`src/rtl/lsu_pkg.sv`:
```
// Shared definitions for the LSU-to-RAM initiator.
// Holds the funct3 codes, the FSM state encoding and the access-size helper.
package lsu_pkg;

  localparam logic [2:0] F3_B  = 3'd0;
  localparam logic [2:0] F3_H  = 3'd1;
  localparam logic [2:0] F3_W  = 3'd2;
  localparam logic [2:0] F3_BU = 3'd4;
  localparam logic [2:0] F3_HU = 3'd5;

  typedef enum logic [1:0] {
    IDLE = 2'd0,
    ACC1 = 2'd1,
    ACC2 = 2'd2,
    RESP = 2'd3
  } lsu_state_t;

  // Only the low two funct3 bits select the width; the top bit is signedness.
  function automatic logic [2:0] size_bytes(input logic [1:0] f3_lo);
    case (f3_lo)
      2'd0:    size_bytes = 3'd1;
      2'd1:    size_bytes = 3'd2;
      default: size_bytes = 3'd4;
    endcase
  endfunction

endpackage

```
`src/rtl/lsu_ram_master_lane_align.sv`:
```
// Combinational byte-lane logic: strobe masks, store data placement across
// two words, and extraction plus extension of load data.
module lsu_lane_align
  import lsu_pkg::*;
(
  input  logic [1:0]  i_off,
  input  logic [2:0]  i_funct3,
  input  logic [31:0] i_wdata,
  input  logic [31:0] i_lo_word,
  input  logic [31:0] i_hi_word,
  output logic [3:0]  o_lo_mask,
  output logic [3:0]  o_hi_mask,
  output logic        o_split,
  output logic [63:0] o_wd64,
  output logic [31:0] o_rdata
);

  logic [7:0]  w_base;
  logic [7:0]  w_mask8;
  logic [31:0] w_hi;
  logic [63:0] w_cat;
  logic [31:0] w_sh;

  always_comb begin
    case (size_bytes(i_funct3[1:0]))
      3'd1:    w_base = 8'h01;
      3'd2:    w_base = 8'h03;
      default: w_base = 8'h0F;
    endcase
  end

  assign w_mask8   = w_base << i_off;
  assign o_lo_mask = w_mask8[3:0];
  assign o_hi_mask = w_mask8[7:4];
  assign o_split   = (w_mask8[7:4] != 4'd0);
  assign o_wd64    = {32'd0, i_wdata} << {i_off, 3'b000};

  // A stale high word must not leak into a non-crossing load.
  assign w_hi  = o_split ? i_hi_word : 32'd0;
  assign w_cat = {w_hi, i_lo_word};
  assign w_sh  = 32'(w_cat >> {i_off, 3'b000});

  always_comb begin
    case (i_funct3)
      F3_B:    o_rdata = {{24{w_sh[7]}}, w_sh[7:0]};
      F3_H:    o_rdata = {{16{w_sh[15]}}, w_sh[15:0]};
      F3_W:    o_rdata = w_sh;
      F3_BU:   o_rdata = {24'd0, w_sh[7:0]};
      F3_HU:   o_rdata = {16'd0, w_sh[15:0]};
      default: o_rdata = 32'd0;
    endcase
  end

endmodule

```
`src/rtl/lsu_ram_master.sv`:
```
// RV32I load/store front end for a single-port word RAM. Misaligned accesses
// that cross a word boundary are split into two back-to-back RAM cycles.
module lsu_ram_master
  import lsu_pkg::*;
#(
  parameter int ADDR_WIDTH = 16
) (
  input  logic                  i_clk,
  input  logic                  i_rst,
  input  logic                  i_req_valid,
  output logic                  o_req_ready,
  input  logic                  i_req_we,
  input  logic [2:0]            i_req_funct3,
  input  logic [31:0]           i_req_addr,
  input  logic [31:0]           i_req_wdata,
  output logic                  o_rsp_valid,
  output logic [31:0]           o_rsp_rdata,
  output logic                  o_rsp_err,
  output logic                  o_ram_ce,
  output logic [3:0]            o_ram_we,
  output logic [ADDR_WIDTH-1:0] o_ram_addr,
  output logic [31:0]           o_ram_din,
  input  logic [31:0]           i_ram_dout
);

  localparam logic [ADDR_WIDTH-1:0] WIDX_ONE = ADDR_WIDTH'(1);

  lsu_state_t            r_state;
  logic                  r_we;
  logic                  r_err;
  logic [2:0]            r_funct3;
  logic [1:0]            r_off;
  logic [ADDR_WIDTH-1:0] r_widx;
  logic [31:0]           r_wdata;
  logic [31:0]           r_lo_word;
  logic [31:0]           r_hi_word;
  logic                  r_rsp_valid;
  logic                  r_rsp_err;
  logic [31:0]           r_rsp_rdata;

  logic                  w_accept;
  logic                  w_req_err;
  logic [3:0]            w_lo_mask;
  logic [3:0]            w_hi_mask;
  logic                  w_split;
  logic [63:0]           w_wd64;
  logic [31:0]           w_rdata;

  assign o_req_ready = (r_state == IDLE) && !i_rst;
  assign w_accept    = i_req_valid && o_req_ready;

  always_comb begin
    w_req_err = 1'b0;
    if ((i_req_addr >> (ADDR_WIDTH + 2)) != 32'd0) w_req_err = 1'b1;
    if (i_req_we) begin
      if (i_req_funct3 > 3'd2) w_req_err = 1'b1;
    end else if (i_req_funct3 == 3'd3 || i_req_funct3 == 3'd6 || i_req_funct3 == 3'd7) begin
      w_req_err = 1'b1;
    end
  end

  lsu_lane_align u_align (
    .i_off     (r_off),
    .i_funct3  (r_funct3),
    .i_wdata   (r_wdata),
    .i_lo_word (r_lo_word),
    .i_hi_word (r_hi_word),
    .o_lo_mask (w_lo_mask),
    .o_hi_mask (w_hi_mask),
    .o_split   (w_split),
    .o_wd64    (w_wd64),
    .o_rdata   (w_rdata)
  );

  always_ff @(posedge i_clk) begin
    if (i_rst) begin
      r_state     <= IDLE;
      r_we        <= 1'b0;
      r_err       <= 1'b0;
      r_funct3    <= 3'd0;
      r_off       <= 2'd0;
      r_widx      <= '0;
      r_wdata     <= 32'd0;
      r_lo_word   <= 32'd0;
      r_hi_word   <= 32'd0;
      r_rsp_valid <= 1'b0;
      r_rsp_err   <= 1'b0;
      r_rsp_rdata <= 32'd0;
    end else begin
      r_rsp_valid <= 1'b0;
      r_rsp_err   <= 1'b0;
      r_rsp_rdata <= 32'd0;
      case (r_state)
        IDLE: begin
          if (w_accept) begin
            r_we     <= i_req_we;
            r_err    <= w_req_err;
            r_funct3 <= i_req_funct3;
            r_off    <= i_req_addr[1:0];
            r_widx   <= i_req_addr[ADDR_WIDTH+1:2];
            r_wdata  <= i_req_wdata;
            r_state  <= w_req_err ? RESP : ACC1;
          end
        end
        ACC1: begin
          r_lo_word <= i_ram_dout;
          r_state   <= w_split ? ACC2 : RESP;
        end
        ACC2: begin
          r_hi_word <= i_ram_dout;
          r_state   <= RESP;
        end
        RESP: begin
          r_rsp_valid <= 1'b1;
          r_rsp_err   <= r_err;
          r_rsp_rdata <= (r_err || r_we) ? 32'd0 : w_rdata;
          r_state     <= IDLE;
        end
        default: r_state <= IDLE;
      endcase
    end
  end

  // Reset gates the strobes directly so an in-flight write cannot land on a reset edge.
  always_comb begin
    o_ram_ce   = 1'b0;
    o_ram_we   = 4'd0;
    o_ram_addr = '0;
    o_ram_din  = 32'd0;
    if (!i_rst) begin
      case (r_state)
        ACC1: begin
          o_ram_ce   = 1'b1;
          o_ram_addr = r_widx;
          o_ram_we   = r_we ? w_lo_mask : 4'd0;
          o_ram_din  = w_wd64[31:0];
        end
        ACC2: begin
          o_ram_ce   = 1'b1;
          o_ram_addr = r_widx + WIDX_ONE;
          o_ram_we   = r_we ? w_hi_mask : 4'd0;
          o_ram_din  = w_wd64[63:32];
        end
        default: ;
      endcase
    end
  end

  assign o_rsp_valid = r_rsp_valid;
  assign o_rsp_err   = r_rsp_err;
  assign o_rsp_rdata = r_rsp_rdata;

endmodule

```
`config.mk`:
```
export PLATFORM = sky130hd
export DESIGN_NAME = lsu_ram_master
export DESIGN_NICKNAME = d
export VERILOG_FILES = /design/src/rtl/lsu_pkg.sv /design/src/rtl/lsu_ram_master_lane_align.sv /design/src/rtl/lsu_ram_master.sv
export SDC_FILE = /design/constraint.sdc
export NUM_CORES = 1
export LEC_CHECK = 0
export CORE_MARGIN = 2
export CORE_UTILIZATION = 28
export CTS_BUF_LIST = sky130_fd_sc_hd__clkbuf_4
export CTS_CLUSTER_SIZE = 40
export DETAILED_ROUTE_END_ITERATION = 8
export HOLD_SLACK_MARGIN = 0.06
export MAX_ROUTING_LAYER = met4
export PLACE_DENSITY = 0.59
export SLEW_MARGIN = 5
export SYNTH_ARGS = -nofsm -noshare
export SYNTH_HDL_FRONTEND = slang
export SYNTH_SLANG_ARGS = --single-unit
```
`constraint.sdc`:
```
create_clock -name i_clk -period 5.5 [get_ports i_clk]
set_clock_uncertainty 0.1 [all_clocks]
set_input_delay 1.65 -clock i_clk [delete_from_list [all_inputs] [get_ports i_clk]]
set_output_delay 1.65 -clock i_clk [all_outputs]
set_load 0.02 [all_outputs]
```
### Word level (Yosys, flattened, before mapping)

Cells that the tools add are included.

* flip-flop bits (word level): 155
* bits of input ports: 103
* logic and storage cells: 70
* output and inout bits: 88

* bitwise logic cells: 1
* $add $sub $neg: 1
* $lt $le $gt $ge: 1
* muxes and demuxes: 23
* shift-type cells: 3
* reductions and logical operators: 15
* equal/unequal tests: 14

Operators with widths (number)
* $pmux 32 s5: 1
* $mux 32: 2
* $pmux 32 s2: 1
* $shl 32x5->64: 1
* $shr 64x5->32: 1
* $pmux 16 s2: 1
* $reduce_bool 32->1: 1
* $add 16x1->16 const B: 1
* $mux 16: 1
* $pmux 4 s2: 2
* $eq 3x3->1 const B: 4
* $mux 4: 3
* $eq 3x2->1 const B: 3
* $mux 1: 8
* $pmux 2 s4: 1
* $shl 4x2->8: 1
* $eq 3x1->1 const B: 2
* $pmux 3 s2: 1
* $eq 2x1->1 const B: 2
* $eq 2x2->1 const B: 2
* $logic_not 2->1: 2
* $mux 2: 2
* $reduce_bool 4->1: 1
* $reduce_or 2->1: 2
* 9 further kinds: 12

### Longest topological paths before layout

Gate-level depths: netlist of run 1.

* word-level depth: 9
* mapped depth: 8
* mapped depth without buffers: 7

### Cells and area by module

A second synthesis of run 1 with hierarchy kept.

* cells, all modules: 1000
* area total of the unflattened synthesis: 8381.8 um^2

Modules (own cells, without submodules)
* lsu_ram_master: instances 1, cells an instance 711, sequential area each 3103.0 um^2, area each 6298.5 um^2
* lsu_lane_align: instances 1, cells an instance 289, sequential area each 0.0 um^2, area each 2083.2 um^2

### Worst setup path after synthesis of run 1

No wires, ideal clock.

* path type: in2out
* from: input i_rst
* to: output o_ram_din[24]
* buffers on the path: 3
* path slack: 755 ps
* stages on the path: 7
* arrival time: 2995 ps
* data required time: 3750 ps
* cells stage by stage: buf_2 -> nand2b_1 -> buf_2 -> inv_2 -> nand2_1 -> clkbuf_1 -> a211oi_1

* word-level cells in the longest chain between the ends: 1

Ends and longest elaborated chain
* from (decl): RTL line lsu_ram_master.sv:9 `input logic i_rst,`
* $mux 32: RTL line lsu_ram_master.sv:130 `if (!i_rst) begin`
* to (decl): RTL line lsu_ram_master.sv:22 `output logic [31:0] o_ram_din,`

Every way passes these cells.

### Worst setup path in the final report of run 1

* from: input i_rst
* to: output o_ram_addr[9]

* word-level cells in the longest chain between the ends: 1

Ends and longest elaborated chain
* $mux 16: RTL line lsu_ram_master.sv:130
* to (decl): RTL line lsu_ram_master.sv:21 `output logic [ADDR_WIDTH-1:0] o_ram_addr,`

Every way passes these cells.

==> results.tsv, run 1 <==
stage	metric	value	unit
status	status	completed	
min_path	hp-class	register to register	
route	route.detailed.drc	0	
setup_path	rr_worst_depth	4	
setup_path	rr_endpoint	o_rsp_rdata[26]	
global_route	grt-ovfl-total	0	
clocking	cts.hold.buffers_added	0	
synth	synth_top_family_by_area	simple AND/OR/NAND/NOR gates	
clocking	h-tree-depth	4	
synth	synth_fa_ha_area_share	0.7994	%
final_layout	nFillCells	2878	
timing	fin_crit	5.108	ns
route	via_per_inst	4.995	
setup_path	path_max_fanout	26	
floorplan	io_pins	191	
place	gp_congestion	0.8386	
timing	post-route-period-util	92.87	%
min_path	hp-start	r_err	
route	wire_per_inst	17.57	µm
timing	max-slew-margin-rel	22.28	%
synth	synthFlopType	dfxtp_1	
floorplan	fp.dieH	171.2	µm
clocking	cts.sink_count	147	
place	port-buffer-count	190	
synth	synth.avg_cell_area	8.924	µm²
clocking	cts.path.max_buffers	2	
min_path	whs_endpoint	o_rsp_err	
synth	yosysUniqueCellTypes	56	
floorplan	core_region_area	0.02763	mm²
clocking	postCtsSetupBuffers	0	
setup_path	start_kind	input pin	
setup_path	crit_path_end_kind	output port	
synth	synth_compound_gate_area_share	11.16	%
timing	setup_viol	0	
synth	synthesis.nets	985	
timing	fmax	195.8	MHz
min_path	min_path_cells	1	
setup_path	critPathKind	input pin to output port	
setup_path	timing.rr.start	r_off[0]	
timing	final_max_slew_viol_count	0	
synth	synth-seq-area-share	37.60	%
clocking	cts_inserted_buffers	17	
synth	synth_mux_area_share	19.92	%
job	cap_violations	0	
synth	yosys_warnings	0	
synth	netlist_area	0.007826	mm²
global_route	antenna_found_initial	2	
route	drtAntennaViolNets	0	
route	drt_iter0_drc	483	
global_route	grt_pass1_vias	6994	
place	hpwlAfterDp	16980	µm
power	leakage	0.003668	µW
power	finalPower	3472	µW
clocking	cts_root_buffer	clkbuf_4	
route	drtPass1Iterations	5	
clocking	clk_pin_slew	0.15	ns
clocking	cts_tree	yes	
floorplan	rows	61	
synth	async_flop_share	0	%
floorplan	start_util	28.33	%
synth	netlist_instances	877	
synth	synth-seq-cells	147	
power	ir_drop	0.2460	mV
global_route	grt_max_degree	72	
global_route	grt_pass1_wl	38830	µm
synth	synth_edf_count	0	
setup_path	critPathRequiredTime	3.75	ns
timing	rsz0062_at_grt	no	
synth	synth-xor-area-share	0.2238	%
route	dr_total_vias	7078	
route	wl	24890	µm
final_layout	nNetsFinal	1132	
timing	tightestPinTransition	1.162	ns
clocking	worstSkewPairLatency	0.57	ns
timing	fin_tns_setup	0	ns
setup_path	critPathArrivalTime	3.36	ns
synth	synth-simple-area-share	24.59	%
power	powerDensity	339.6	mW/mm²
global_route	track_usage	17.47	%
floorplan	die_w	171.2	µm
timing	finalHoldViolCount	0	
final_layout	drive_gt1_share	9.932	%
floorplan	die_area	0.02930	mm²
clocking	post_cts.resized_instances	0	
setup_path	r2r_slack	2.11	ns
final_layout	syn_to_final_growth	30.63	%
==> logic make-up (layout without fill, tap and decap cells) <==
kind of cell / count (synthesis) / in the layout
mux: 122 / 122
flops: 147 / 147
simple gates: 386 / 386
fa+ha+maj: 5 / 5
other cells: 0 / 2
compound gates: 130 / 130
xor+xnor: 2 / 2
buf+inv: 85 / 245
==> how the worst max path moves through the flow <==
stage / start / end / slack (ns) / cells after the start
2_1_floorplan: i_rst / o_ram_din[24] / 0.75 / 7
3_3_place_gp: i_rst / o_ram_addr[7] / 0.40 / 8
3_5_place_dp: i_rst / o_ram_addr[9] / 0.40 / 8
4_1_cts: r_state[1] / o_ram_din[7] / 0.37 / 7
5_1_grt: i_rst / o_ram_addr[6] / 0.21 / 8
6_report: i_rst / o_ram_addr[9] / 0.39 / 8
==> worst max-delay path, cell delays in order <==
cell and delay (ns):
buf_4 0.14, nand2b_1 0.17, buf_4 0.24, nor2_1 0.12, buf_4 0.18, o21ai_0 0.10
o31ai_1 0.08, clkdlybuf4s50_1 0.66
==> registers in the layout (all words and copies together) (netlist names) <==
register,cells
r_funct3,3
r_hi_word,24
r_lo_word,32
r_err,1
r_we,1
r_state,2
r_widx,16
o_rsp_rdata,32
r_off,2
o_rsp_valid,1
o_rsp_err,1
r_wdata,32
==> area by class of cell <==
type	count	area, µm²	area share [%]
flip-flops and latches	147	2948	28.83
diodes	2	5.005	0.04895
well taps	378	473.0	4.626
inverters	8	30.03	0.2937
clock buffers	17	127.6	1.248
clock inverters	15	182.7	1.787
multi-input cells	645	4446	43.48
repair buffers	205	2012	19.68
==> cell usage in the layout (no fill, tap or decap), drive strengths merged, types with 3 or more instances in the layout <==
| cell | count |
|---|---|
| nor2b | 9 |
| and4 | 3 |
| nand3 | 20 |
| clkinv | 5 |
| o21ai | 35 |
| nor4 | 6 |
| and2 | 4 |
| a31oi | 9 |
| nor2 | 108 |
| mux2 | 17 |
| a21oi | 15 |
| nand3b | 71 |
| buf | 16 |
| o311ai | 7 |
| a41oi | 3 |
| mux4 | 25 |
| mux2i | 80 |
| a221oi | 7 |
| ha | 5 |
| nand4 | 13 |
| inv | 16 |
| nor3 | 5 |
| a211oi | 9 |
| a311oi | 7 |
| dfxtp | 147 |
| o31ai | 5 |
| a22oi | 24 |
| clkdlybuf4s50 | 189 |
| and3 | 10 |
| clkbuf | 17 |
| nand2 | 132 |
==> cells in the mapped netlist, types with 6 or more instances <==
master	n	area, µm²
o311ai_0	6	52.55
buf_2	31	155.2
a311oi_1	7	61.31
a21oi_1	15	75.07
o21ai_0	34	170.2
nand4_1	13	81.33
a211oi_1	9	67.56
nand3_1	18	90.09
nand2_1	132	495.5
inv_1	7	26.28
a31oi_1	9	56.30
nand3b_1	71	533.0
nor4_1	6	37.54
buf_6	7	78.83
mux2i_1	80	800.8
a22oi_1	24	180.2
mux2_2	17	191.4
mux4_2	24	540.5
dfxtp_1	147	2943
clkbuf_1	31	116.4
nor2b_1	8	50.05
a221oi_1	7	61.31
nor2_1	107	401.6
and3_1	10	62.56
==> layer usage <==
metal / part of all wire (%) / track usage (%) / up-vias
met5: 0 / - / -
met4: 1.7 / 4.643 / 0
met3: 6.4 / 4.119 / 29
met2: 48 / 28.61 / 223
met1: 44 / 21.64 / 3370
li1: - / - / 3456
==> stage by stage <==
step	utilization [%]	area, µm²	cells	hold slack, ns	setup slack, ns
global placement	35.86	9908	1383	0.3676	0.4008
floorplan	-	7826	877	0.3523	0.7550
finish	37.00	10220	1417	0.4125	0.3920
CTS	36.98	10220	1415	0.4126	0.3668
detailed placement	35.86	9908	1383	0.3843	0.4013
global route	37.00	10220	1417	0.4334	0.2121
==> power by group <==
group | leakage (µW) | total [µW] | internal (µW) | switching, µW
sequential | 0.00120 | 1480 | 1250 | 232
combinational | 0.00230 | 1250 | 560 | 692
clock | 0.000165 | 738 | 254 | 484
Power figures use the tool's default switching activity.
==> inputs of run 2 (changes only) <==
CORE_MARGIN = unset   (was 2)
SLEW_MARGIN = 40   (was 5)
==> run 2 against run 1 <==
Utilization increased by 0.66 points. Clock power decreased by 3.7%. Hold slack improved by 0.0033 ns. Global-route usage increased by 0.47 points. Critical endpoint is now o_ram_din[26]. Largest cell class unchanged.
==> results.tsv, run 2 (synthesis gave the netlist of run 1 again) <==
stage	metric	value	unit	change
route	drtAntennaViolNets	0		unchanged
place	hpwlAfterDp	17100	µm	+0.73%
global_route	grt_pass1_wl	38830	µm	about the same
timing	fin_tns_setup	0	ns	unchanged
clocking	cts.sink_count	147		unchanged
route	via_per_inst	5.010		+0.30%
floorplan	io_pins	191		unchanged
route	dr_total_vias	7079		+0.014%
clocking	cts_root_buffer	clkbuf_4		
global_route	grt_max_degree	80		+11%
floorplan	die_w	169.2	µm	-1.2%
route	drt_iter0_drc	448		-7.2%
timing	max-slew-margin-rel	45.16	%	+23 points
min_path	hp-class	register to register		
clocking	cts_inserted_buffers	17		unchanged
global_route	grt_pass1_vias	6786		-3.0%
final_layout	final_common_cell	clkdlybuf4s50_1		
final_layout	nNetsFinal	1133		+0.088%
timing	final_max_slew_viol_count	0		unchanged
timing	hold_slack	0.4158	ns	+0.003266 ns
final_layout	syn_to_final_growth	30.79	%	
setup_path	start_kind	input pin		
clocking	cts_tree	yes		
setup_path	critPathKind	input pin to output port		
final_layout	multiInputGateArea	0.004473	mm²	+0.62%
timing	fin_crit	5.169	ns	+0.06102 ns
setup_path	critPathRequiredTime	3.75	ns	about the same
setup_path	crit_path_end_kind	output port		
setup_path	critPathArrivalTime	3.42	ns	+0.06 ns
min_path	min_path_cells	2		+1
power	leakage	0.003674	µW	+0.15%
route	wl	24860	µm	-0.12%
timing	setup_viol	0		unchanged
route	route.detailed.drc	0		unchanged
timing	finalHoldViolCount	0		unchanged
final_layout	mostFrequentLayoutCells	clkdlybuf4s50_1, dfxtp_1, nand2_1		
power	ir_drop	0.2063	mV	-16%
place	port-buffer-count	190		unchanged
setup_path	worstSetupStartpoint	i_rst		
status	status	completed		
setup_path	path_max_fanout	17		-35%
floorplan	start_util	28.80	%	+0.47 points
final_layout	nFillCells	2786		-3.2%
global_route	antenna_found_initial	3		+1
setup_path	rr_worst_depth	4		unchanged
clocking	cts.path.max_buffers	2		unchanged
floorplan	fp.dieH	169.2	µm	-1.2%
job	cap_violations	0		unchanged
timing	fmax	193.5	MHz	-1.2%
clocking	postCtsSetupBuffers	0		unchanged
route	wire_per_inst	17.59	µm	+0.16%
timing	rsz0062_at_grt	no		
min_path	hp-start	r_lo_word[3]		
place	gp_congestion	0.8325		-0.73%
power	finalPower	3455	µW	-0.50%
floorplan	rows	60		-1.6%
clocking	h-tree-depth	4		unchanged
final_layout	drive_gt1_share	10.31	%	+0.38 points
timing	tightestPinTransition	0.8226	ns	-0.3390 ns
final_layout	register_area	0.002948	mm²	unchanged
timing	post-route-period-util	93.98	%	+1.1 points
floorplan	core_region_area	0.02718	mm²	-1.6%
global_route	grt-ovfl-total	0		unchanged
route	drtPass1Iterations	5		unchanged
clocking	worstSkewPairLatency	0.55	ns	-0.02 ns
clocking	clk_pin_slew	0.16	ns	about the same
global_route	track_usage	17.93	%	+0.47 points
floorplan	die_area	0.02862	mm²	-2.3%
setup_path	timing.rr.start	r_off[0]		
power	powerDensity	337.5	mW/mm²	-0.62%
run 2: where the power goes:
group | internal (µW) | switching [µW] | total (µW) | leakage, µW
Combinational | 569 | 691 | 1260 | 0.00232
Sequential | 1250 | 234 | 1480 | 0.00120
Clock | 246 | 465 | 711 | 0.000155
Total | 2060 | 1390 | 3450 | 0.00367
run 2: layout make-up:
type	instances	area share, %
clock inverter	15	1.601
sequential	147	28.80
inverter	8	0.2934
antenna	3	0.07334
multi-input combinational	645	43.70
clock buffer	17	1.247
timing repair buffer	206	19.74
tap	372	4.547
run 2: stage by stage:
| step | area [µm²] | setup WS (ns) | std cells | utilization, % |
|---|---|---|---|---|
| 6_report | 10240 | 0.3310 | 1413 | 37.67 |
| 5_1_grt | 10240 | 0.2218 | 1413 | 37.67 |
| 4_1_cts | 10210 | 0.2158 | 1410 | 37.56 |
| 3_5_place_dp | 9917 | 0.3839 | 1378 | 36.49 |
| 3_3_place_gp | 9906 | 0.3886 | 1378 | 36.45 |
| 2_1_floorplan | 7826 | 0.7550 | 877 | - |
run 2: worst paths after layout:
| path | end | slack, ns |
|---|---|---|
| worst min-delay path | r_lo_word[3] | 0.42 |
| worst max register to register | o_rsp_rdata[26] | 2.08 |
| worst min register to register | r_lo_word[3] | 0.42 |
| worst max-delay path | o_ram_din[26] | 0.33 |
run 2: per-layer routing:
metal	GRT usage, %	vias up	part of all wire (%)
met1	22.21	3365	44
li1	-	3452	-
met2	29.13	237	48
met3	4.478	25	6.4
met5	-	-	0
met4	4.465	0	1.4
run 2: repair_timing:
action	CTS	global route
gates resized for setup	0	1
hold endpoints to repair	0	0
endpoints found under the setup margin	0	1
hold buffers	0	0
run 2: critical path, stage by stage:
cell and delay, ns:
buf_4 0.17, nand2b_1 0.19, inv_2 0.07, nand2_1 0.20, buf_4 0.25, a211oi_1 0.22, clkdlybuf4s50_1 0.66
==> inputs of run 3 (changes only) <==
CTS_CLUSTER_SIZE = 28   (was 40)
==> results of run 3 <==
The final DEF is identical to that of run 2; final timing and power are the same.
